$ cat src/rtl/btn_counter_ctrl.sv
// -----------------------------------------------------------------------------
// btn_counter_ctrl
//   Source of the 8-bit value shown on the 3-digit multiplexed display.
//   Synchronises and debounces the start/stop and clear pushbuttons, and runs
//   an up/down counter that steps once every TICK_DIV clocks while running.
//   The count wraps between 0 and MAX_COUNT in both directions.
//
// Parameters
//   DEBOUNCE_CYCLES  stable synchronised samples needed to accept a level change (>=1)
//   TICK_DIV         clk cycles per count step while running (>=2)
//   MAX_COUNT        highest count value and wrap point (1..255)
//
// Ports
//   clk             in   system clock, rising edge
//   rst             in   asynchronous active-low reset
//   btn_start_stop  in   raw pushbutton, press toggles run/stop
//   btn_clear       in   raw pushbutton, press zeroes count and stops
//   dir_up          in   raw level switch, 1 = up, 0 = down (synchronised only)
//   count           out  current count (registered)
//   running         out  1 while in RUNNING state
//   count_upd       out  one-cycle pulse when count shows a newly written value
// -----------------------------------------------------------------------------
module btn_counter_ctrl #(
   parameter int unsigned DEBOUNCE_CYCLES = 16,
   parameter int unsigned TICK_DIV        = 10,
   parameter int unsigned MAX_COUNT       = 255
) (
   input  logic       clk,
   input  logic       rst,
   input  logic       btn_start_stop,
   input  logic       btn_clear,
   input  logic       dir_up,
   output logic [7:0] count,
   output logic       running,
   output logic       count_upd
);

   localparam int unsigned DBW = (DEBOUNCE_CYCLES > 1) ? $clog2(DEBOUNCE_CYCLES + 1) : 1;
   localparam int unsigned PSW = (TICK_DIV > 2) ? $clog2(TICK_DIV) : 1;

   localparam logic [DBW-1:0] DB_LAST = DBW'(DEBOUNCE_CYCLES - 1);
   localparam logic [PSW-1:0] PS_LAST = PSW'(TICK_DIV - 1);
   localparam logic [7:0]     CNT_MAX = 8'(MAX_COUNT);

   // Bit 0 = start/stop, bit 1 = clear, bit 2 = direction.
   localparam int unsigned B_SS  = 0;
   localparam int unsigned B_CL  = 1;
   localparam int unsigned B_DIR = 2;

   typedef enum logic {
      S_STOPPED,
      S_RUNNING
   } state_t;

   logic [2:0]            sync1_q;
   logic [2:0]            sync2_q;
   logic [1:0]            deb_q;
   logic [1:0]            debp_q;
   logic [1:0]            press_q;
   logic [1:0][DBW-1:0]   dbc_q;

   state_t                state_q, state_d;
   logic [PSW-1:0]        pre_q, pre_d;
   logic [7:0]            count_q, count_d;
   logic                  upd_q, upd_d;
   logic                  tick;

   // ---------------------------------------------------------------------------
   // Input synchronisers, debounce and press detection
   // ---------------------------------------------------------------------------
   always_ff @(posedge clk or negedge rst) begin
      if (!rst) begin
         sync1_q <= '0;
         sync2_q <= '0;
         deb_q   <= '0;
         debp_q  <= '0;
         press_q <= '0;
         dbc_q   <= '0;
      end else begin
         sync1_q <= {dir_up, btn_clear, btn_start_stop};
         sync2_q <= sync1_q;
         debp_q  <= deb_q;
         // Registered rising-edge compare of the debounced level: one pulse per press.
         press_q <= deb_q & ~debp_q;
         for (int unsigned i = 0; i < 2; i++) begin
            if (sync2_q[i] == deb_q[i]) begin
               dbc_q[i] <= '0;
            end else if (dbc_q[i] == DB_LAST) begin
               // This sample makes DEBOUNCE_CYCLES consecutive differing samples.
               deb_q[i] <= ~deb_q[i];
               dbc_q[i] <= '0;
            end else begin
               dbc_q[i] <= dbc_q[i] + 1'b1;
            end
         end
      end
   end

   // ---------------------------------------------------------------------------
   // Run/stop FSM, prescaler and counter
   // ---------------------------------------------------------------------------
   always_ff @(posedge clk or negedge rst) begin
      if (!rst) begin
         state_q <= S_STOPPED;
         pre_q   <= '0;
         count_q <= '0;
         upd_q   <= 1'b0;
      end else begin
         state_q <= state_d;
         pre_q   <= pre_d;
         count_q <= count_d;
         upd_q   <= upd_d;
      end
   end

   always_comb begin
      state_d = state_q;
      pre_d   = pre_q;
      count_d = count_q;
      upd_d   = 1'b0;
      tick    = (state_q == S_RUNNING) && (pre_q == PS_LAST);

      if (state_q == S_RUNNING) begin
         pre_d = tick ? '0 : pre_q + 1'b1;
      end

      if (tick) begin
         upd_d = 1'b1;
         if (sync2_q[B_DIR]) begin
            count_d = (count_q == CNT_MAX) ? '0 : count_q + 8'd1;
         end else begin
            count_d = (count_q == '0) ? CNT_MAX : count_q - 8'd1;
         end
      end

      // A start/stop press coincident with a tick keeps the step, then stops.
      if (press_q[B_SS]) begin
         if (state_q == S_RUNNING) begin
            state_d = S_STOPPED;
         end else begin
            state_d = S_RUNNING;
            pre_d   = '0;
         end
      end

      // Clear overrides any step or start/stop press in the same cycle.
      if (press_q[B_CL]) begin
         count_d = '0;
         pre_d   = '0;
         upd_d   = 1'b1;
         state_d = S_STOPPED;
      end
   end

   assign count     = count_q;
   assign running   = (state_q == S_RUNNING);
   assign count_upd = upd_q;

endmodule

$ cat config.mk
export PLATFORM = sky130hd
export DESIGN_NAME = btn_counter_ctrl
export DESIGN_NICKNAME = d
export VERILOG_FILES = /design/src/rtl/btn_counter_ctrl.sv
export SDC_FILE = /design/constraint.sdc
export NUM_CORES = 1
export LEC_CHECK = 0
export CAP_MARGIN = 20
export CORE_MARGIN = 1.5
export CORE_UTILIZATION = 35
export CTS_CLUSTER_SIZE = 24
export DETAILED_ROUTE_END_ITERATION = 16
export SLEW_MARGIN = 15
export SYNTH_ARGS = -nofsm -noshare
export SYNTH_HDL_FRONTEND = slang
export SYNTH_SLANG_ARGS = --single-unit
$ cat constraint.sdc
create_clock -name clk -period 3.7 [get_ports clk]
set_input_delay 0.37 -clock clk [delete_from_list [all_inputs] [get_ports clk]]
set_output_delay 0.37 -clock clk [all_outputs]
set_load 0.02 [all_outputs]
== Word level (Yosys, flattened, before mapping) ==
Index checks and enable logic that the tools add are counted.

* Logic and storage cells: 54
* Input port bits: 5
* Flip-flop bits (word level): 36
* Output and inout port bits: 10

* Reduce and logical (&&, ||, !) cells: 6
* Add/sub/neg operators: 5
* Bitwise gates (word level): 6
* Equality and inequality tests: 6
* Multiplexer cells: 19

{| class="wikitable"
|+ Operators by type and width
! cell !! number
|-
| two-way mux 8 bit || 5
|-
| two-way mux 4 bit || 5
|-
| two-way mux 5 bit || 4
|-
| adder 5 x 1 -> 5 bit, second input constant || 2
|-
| == test 5 x 4 -> 1 bit, second input constant || 2
|-
| adder 8 x 1 -> 8 bit, second input constant || 1
|-
| == test 8 bit, second input constant || 1
|-
| zero test 8 bit || 1
|-
| subtractor 8 x 1 -> 8 bit, second input constant || 1
|-
| two-way mux 1 bit || 5
|-
| adder 4 x 1 -> 4 bit, second input constant || 1
|-
| == test 4 bit, second input constant || 1
|-
| NOT 1 bit || 4
|-
| AND reduction 2 bit || 2
|-
| nonzero test 2 bit || 2
|-
| AND 2 bit || 1
|-
| == test 1 bit || 2
|-
| NOT 2 bit || 1
|-
| logical AND 1 bit || 1
|}

== Logic depth before layout (Yosys ltp) ==
* Depth after elaboration: 7
* Gate-level depth with buffers: 7
* Gate-level depth less buffers: 7

== Worst setup path after synthesis ==
Ideal clock, no wire load.

* Path type: register to register
* Start: reg count_q[0] (netlist: count[0])
* End: reg count_q[5] (netlist: count[5])
* Required time: 3578 ps
* Data arrival time: 1611 ps
* Buffers on the path: 0
* Period minus slack after synthesis: 1732 ps
* Cell stages (with the launch flop): 7
* Path slack: 1968 ps
* Path through: dfrtp_1 inv_1 ha_1 nor2b_1 a31oi_1 a21oi_1 a32o_1

* Word-level cells in the longest chain between the ends: 5

{| class="wikitable"
|+ Ends and longest elaborated chain
! item !! RTL line !! source
|-
| from (decl) || 64 || <nowiki>logic [7:0] count_q, count_d;</nowiki>
|-
| from (signal assigned) || 111 || <nowiki>count_q <= count_d;</nowiki>
|-
| subtractor 8 x 1 -> 8 bit, or another cell as far along || 132 || <nowiki>count_d = (count_q == '0) ? CNT_MAX : count_q - 8'd1;</nowiki>
|-
| two-way mux 8 bit, on equally long branches || 132, 130 ||
|-
| two-way mux 8 bit * || 129 || <nowiki>if (sync2_q[B_DIR]) begin</nowiki>
|-
| two-way mux 8 bit * || 127 || <nowiki>if (tick) begin</nowiki>
|-
| two-way mux 8 bit * || 147 || <nowiki>if (press_q[B_CL]) begin</nowiki>
|}

Mark *: on every way between the ends. The rest lies on a longest branch, timed or not. The select of a mux whose other input is x is not followed.
A chain may end at the register's enable or synchronous reset.

== Final worst setup path ==
* Start: reg count_q[3] (netlist: count[3])
* End: out count[3]

{| class="wikitable"
|+ RTL lines
! item !! RTL line !! source
|-
| to (decl) || 33 || <nowiki>output logic [7:0] count,</nowiki>
|}

No word-level cell between the ends.

==> flow_summary.toml <==
[outcome]
outcome = "finished, final reports clean"

[sta]
fin_crit_sh_pct = 54.2
rsz0062_at_grt = "false"
finalHoldViolCount = 0
worstMarginPinSlew_ns = 0.786
skew_ns = 0.00564
clock.fmax_mhz = 499
final.min_clock_period_ns = 2.01
max_slew_margin_pct = 47.6
fin_ws_ns = 1.69
slew_viol_final = 0
tns_ns = 0
setup_viol = 0

[cts]
post-cts-setup-buffers = 0
cts_buffers = 5
cts_tree = "done"
cts_sinks = 36
cts_hold_buf = 0
path_clk_slew_ns = 0.07
clock-root-buffer = "clkbuf_8"
clk_latency_ns = 0.28
clock_path_buffers = 2
post_cts_resized = 0
cts.htree.levels = 2

[critical_path]
crit_type = "flop to output port"
cp_num_buf_inv = 1
critPathMaxFanout = 15
critPathLaunchType = "flop"
cp.arrival_ns = 1.64
cp_top_family = "buffers and inverters"
cp.required_ns = 3.33
crit_chain = "clkdlybuf4s50_1"
crit_path_top_delay_cell = "clkdlybuf4s50_1"
critPathMaxStageDelay_ns = 0.70
end_kind = "output port"

[logic_synthesis]
ys_ff_latch = 36
synthCells = 179
synth_cell_types = 47
synthTopCellsByArea = "dfrtp_1 49%, ha_1 4.8%, xor2_1 3.3%, nand3_1 3.3%, nor2_1 3.3%"
seq_area_frac_synth_pct = 49.0
syn-num-nets = 191
ys.warnings.count = 0
synthFlopType = "dfrtp_1"
synth-async-reset-ratio_pct = 100
synth.most_common_cell = "dfrtp_1"
syn_area_sq_mm = 0.00184
synth-edff-count = 0
synth_common_cells = "36 x dfrtp_1, 16 x nor2_1, 12 x nand3_1"
synth_top_area_share_pct = 49.0
syn_avg_cell_area_sq_um = 10.3
synth.largest_area_cell = "dfrtp_1"

[drt]
drtAntennaViolNets = 0
wirelength_mm = 3.50
viasPerCell = 5.41
num_vias = 1428
route.detailed.drc = 0
dr.pass1.iters = 4
wire_per_inst_microns = 13.2
drt_iter0_markers = 178

[place]
io_buffers = 14
post-place-ws_ns = 1.82
place_area_sq_mm = 0.00202
gp_congestion = 0.795
detailed_place_hpwl_mm = 2.35

[global_routing]
grt_max_degree = 37
grt_use_total_pct = 14.3
grt_pass1_vias = 1321
antenna_found_initial = 0
grt_pass1_wl_mm = 6.09
overflow = 0

[power_and_ir_drop]
p_comb_share_pct = 4.8
p_leak_uw = 0.000985
switching_share_pct = 21.5
clkPwrFrac_pct = 42.3
p_switching_uw = 170
ir_drop_uv = 364
p_per_area_mw_per_mm2 = 372
seq_power_share_pct = 52.8
p_int_uw = 622

[die]
die_h_microns = 75.5
start_util_pct = 36.2
placementRows = 26
design.portCount = 15
core_sq_mm = 0.00507
dieArea_sq_mm = 0.00569
die_width_microns = 75.5

[hold_path]
hp-class = "input port to async pin"

[finish]
final_design_area_no_fill_sq_mm = 0.00213
fillers = 497
syn_to_final_growth_pct = 15.8
fin_nets = 205
diodes = 0
drive_gt1_share_pct = 6.19

[job]
drv_cap = 0
## worst paths after layout
check / from / to / slack (ns) / cells past startpoint
min: rst / dbc_q[5] / 0.17 / 1
max: count[3] / count[3] / 1.69 / 1
min reg2reg: sync1_q[2] / sync2_q[2] / 0.35 / 0
max in group asynchronous: rst / count_upd / 3.04 / 1
min in group clk: sync1_q[2] / sync2_q[2] / 0.35 / 0
max reg2reg: pre_q[0] / count[5] / 1.75 / 6
## per-stage QoR
stage	hold slack, ns	cells	utilization (%)	power [uW]
final	0.168	264	41.9	792
after CTS	0.192	264	41.9	804
after global routing	0.238	264	41.9	825
after global placement	0.334	256	39.8	466
after floorplan	0.0744	179	-	447
after detailed placement	0.336	256	39.8	465
## layer usage
layer  GRT usage [%]  up-vias  part of all wire [%]
met4            7.14        0                   2.6
met3            5.16       13                   6.1
met1            19.4      682                    46
met5               0        -                     0
met2            20.3       55                    46
li1                -      678                     -
## cell usage in the layout (no fill, tap or decap), types with 3 or more instances in the layout
cell type | synthesis | layout
a31oi_1 | 3 | 3
clkdlybuf4s50_1 | 0 | 13
a21oi_1 | 4 | 4
o211ai_1 | 4 | 4
nor4b_1 | 3 | 3
o21ai_0 | 10 | 10
nor2b_1 | 6 | 6
nor3_1 | 3 | 3
clkbuf_8 | 0 | 5
nand2_1 | 11 | 11
inv_1 | 7 | 7
nand2b_1 | 3 | 3
ha_1 | 7 | 7
and2_1 | 4 | 4
dfrtp_1 | 36 | 36
nand3_1 | 12 | 12
nor2_1 | 16 | 16
xor2_1 | 7 | 7
## sequential cells by signal (all words and copies together), names as in the netlist
signal     count
count          8
sync1_q        3
sync2_q        3
running        1
debp_q         2
count_upd      1
pre_q          4
press_q        2
dbc_q         10
deb_q          2
## power by group through the flow
stage	Sequential, uW	Clock (uW)	Combinational [uW]
2_1_floorplan	422	0	25.0
6_report	419	336	38.3
3_5_place_dp	426	0	38.8
3_3_place_gp	427	0	39.0
4_1_cts	418	346	39.3
5_1_grt	421	359	46.0
## area by class of cell
type / count / area [sq um] / area share [%]
clock buffers: 6 / 72.6 / 3.41
clock inverters: 2 / 35.0 / 1.65
inverters: 7 / 26.3 / 1.23
multi-input cells: 129 / 871 / 40.9
flip-flops and latches: 36 / 901 / 42.3
well taps: 70 / 87.6 / 4.12
repair buffers: 14 / 135 / 6.35
## logic make-up after synthesis
logic type	count (synthesis)	share of synthesized area, %
AO/OA/AOI/OAI	42	16.5
XOR/XNOR	9	4.29
adder cells (fa/ha/maj)	7	4.76
buffers and inverters	14	3.61
flip-flops	36	49.0
multiplexers	2	1.23
AND/OR/NAND/NOR	69	20.6
## worst register-to-register path, stage by stage, from the launching register on
cell,delay [ns]
dfrtp_1,0.44
ha_1,0.27
nand4b_4,0.13
nor2b_1,0.44
inv_1,0.28
nand3b_1,0.16
a32o_1,0.17
No activity file was read; power rests on OpenSTA's default activity.
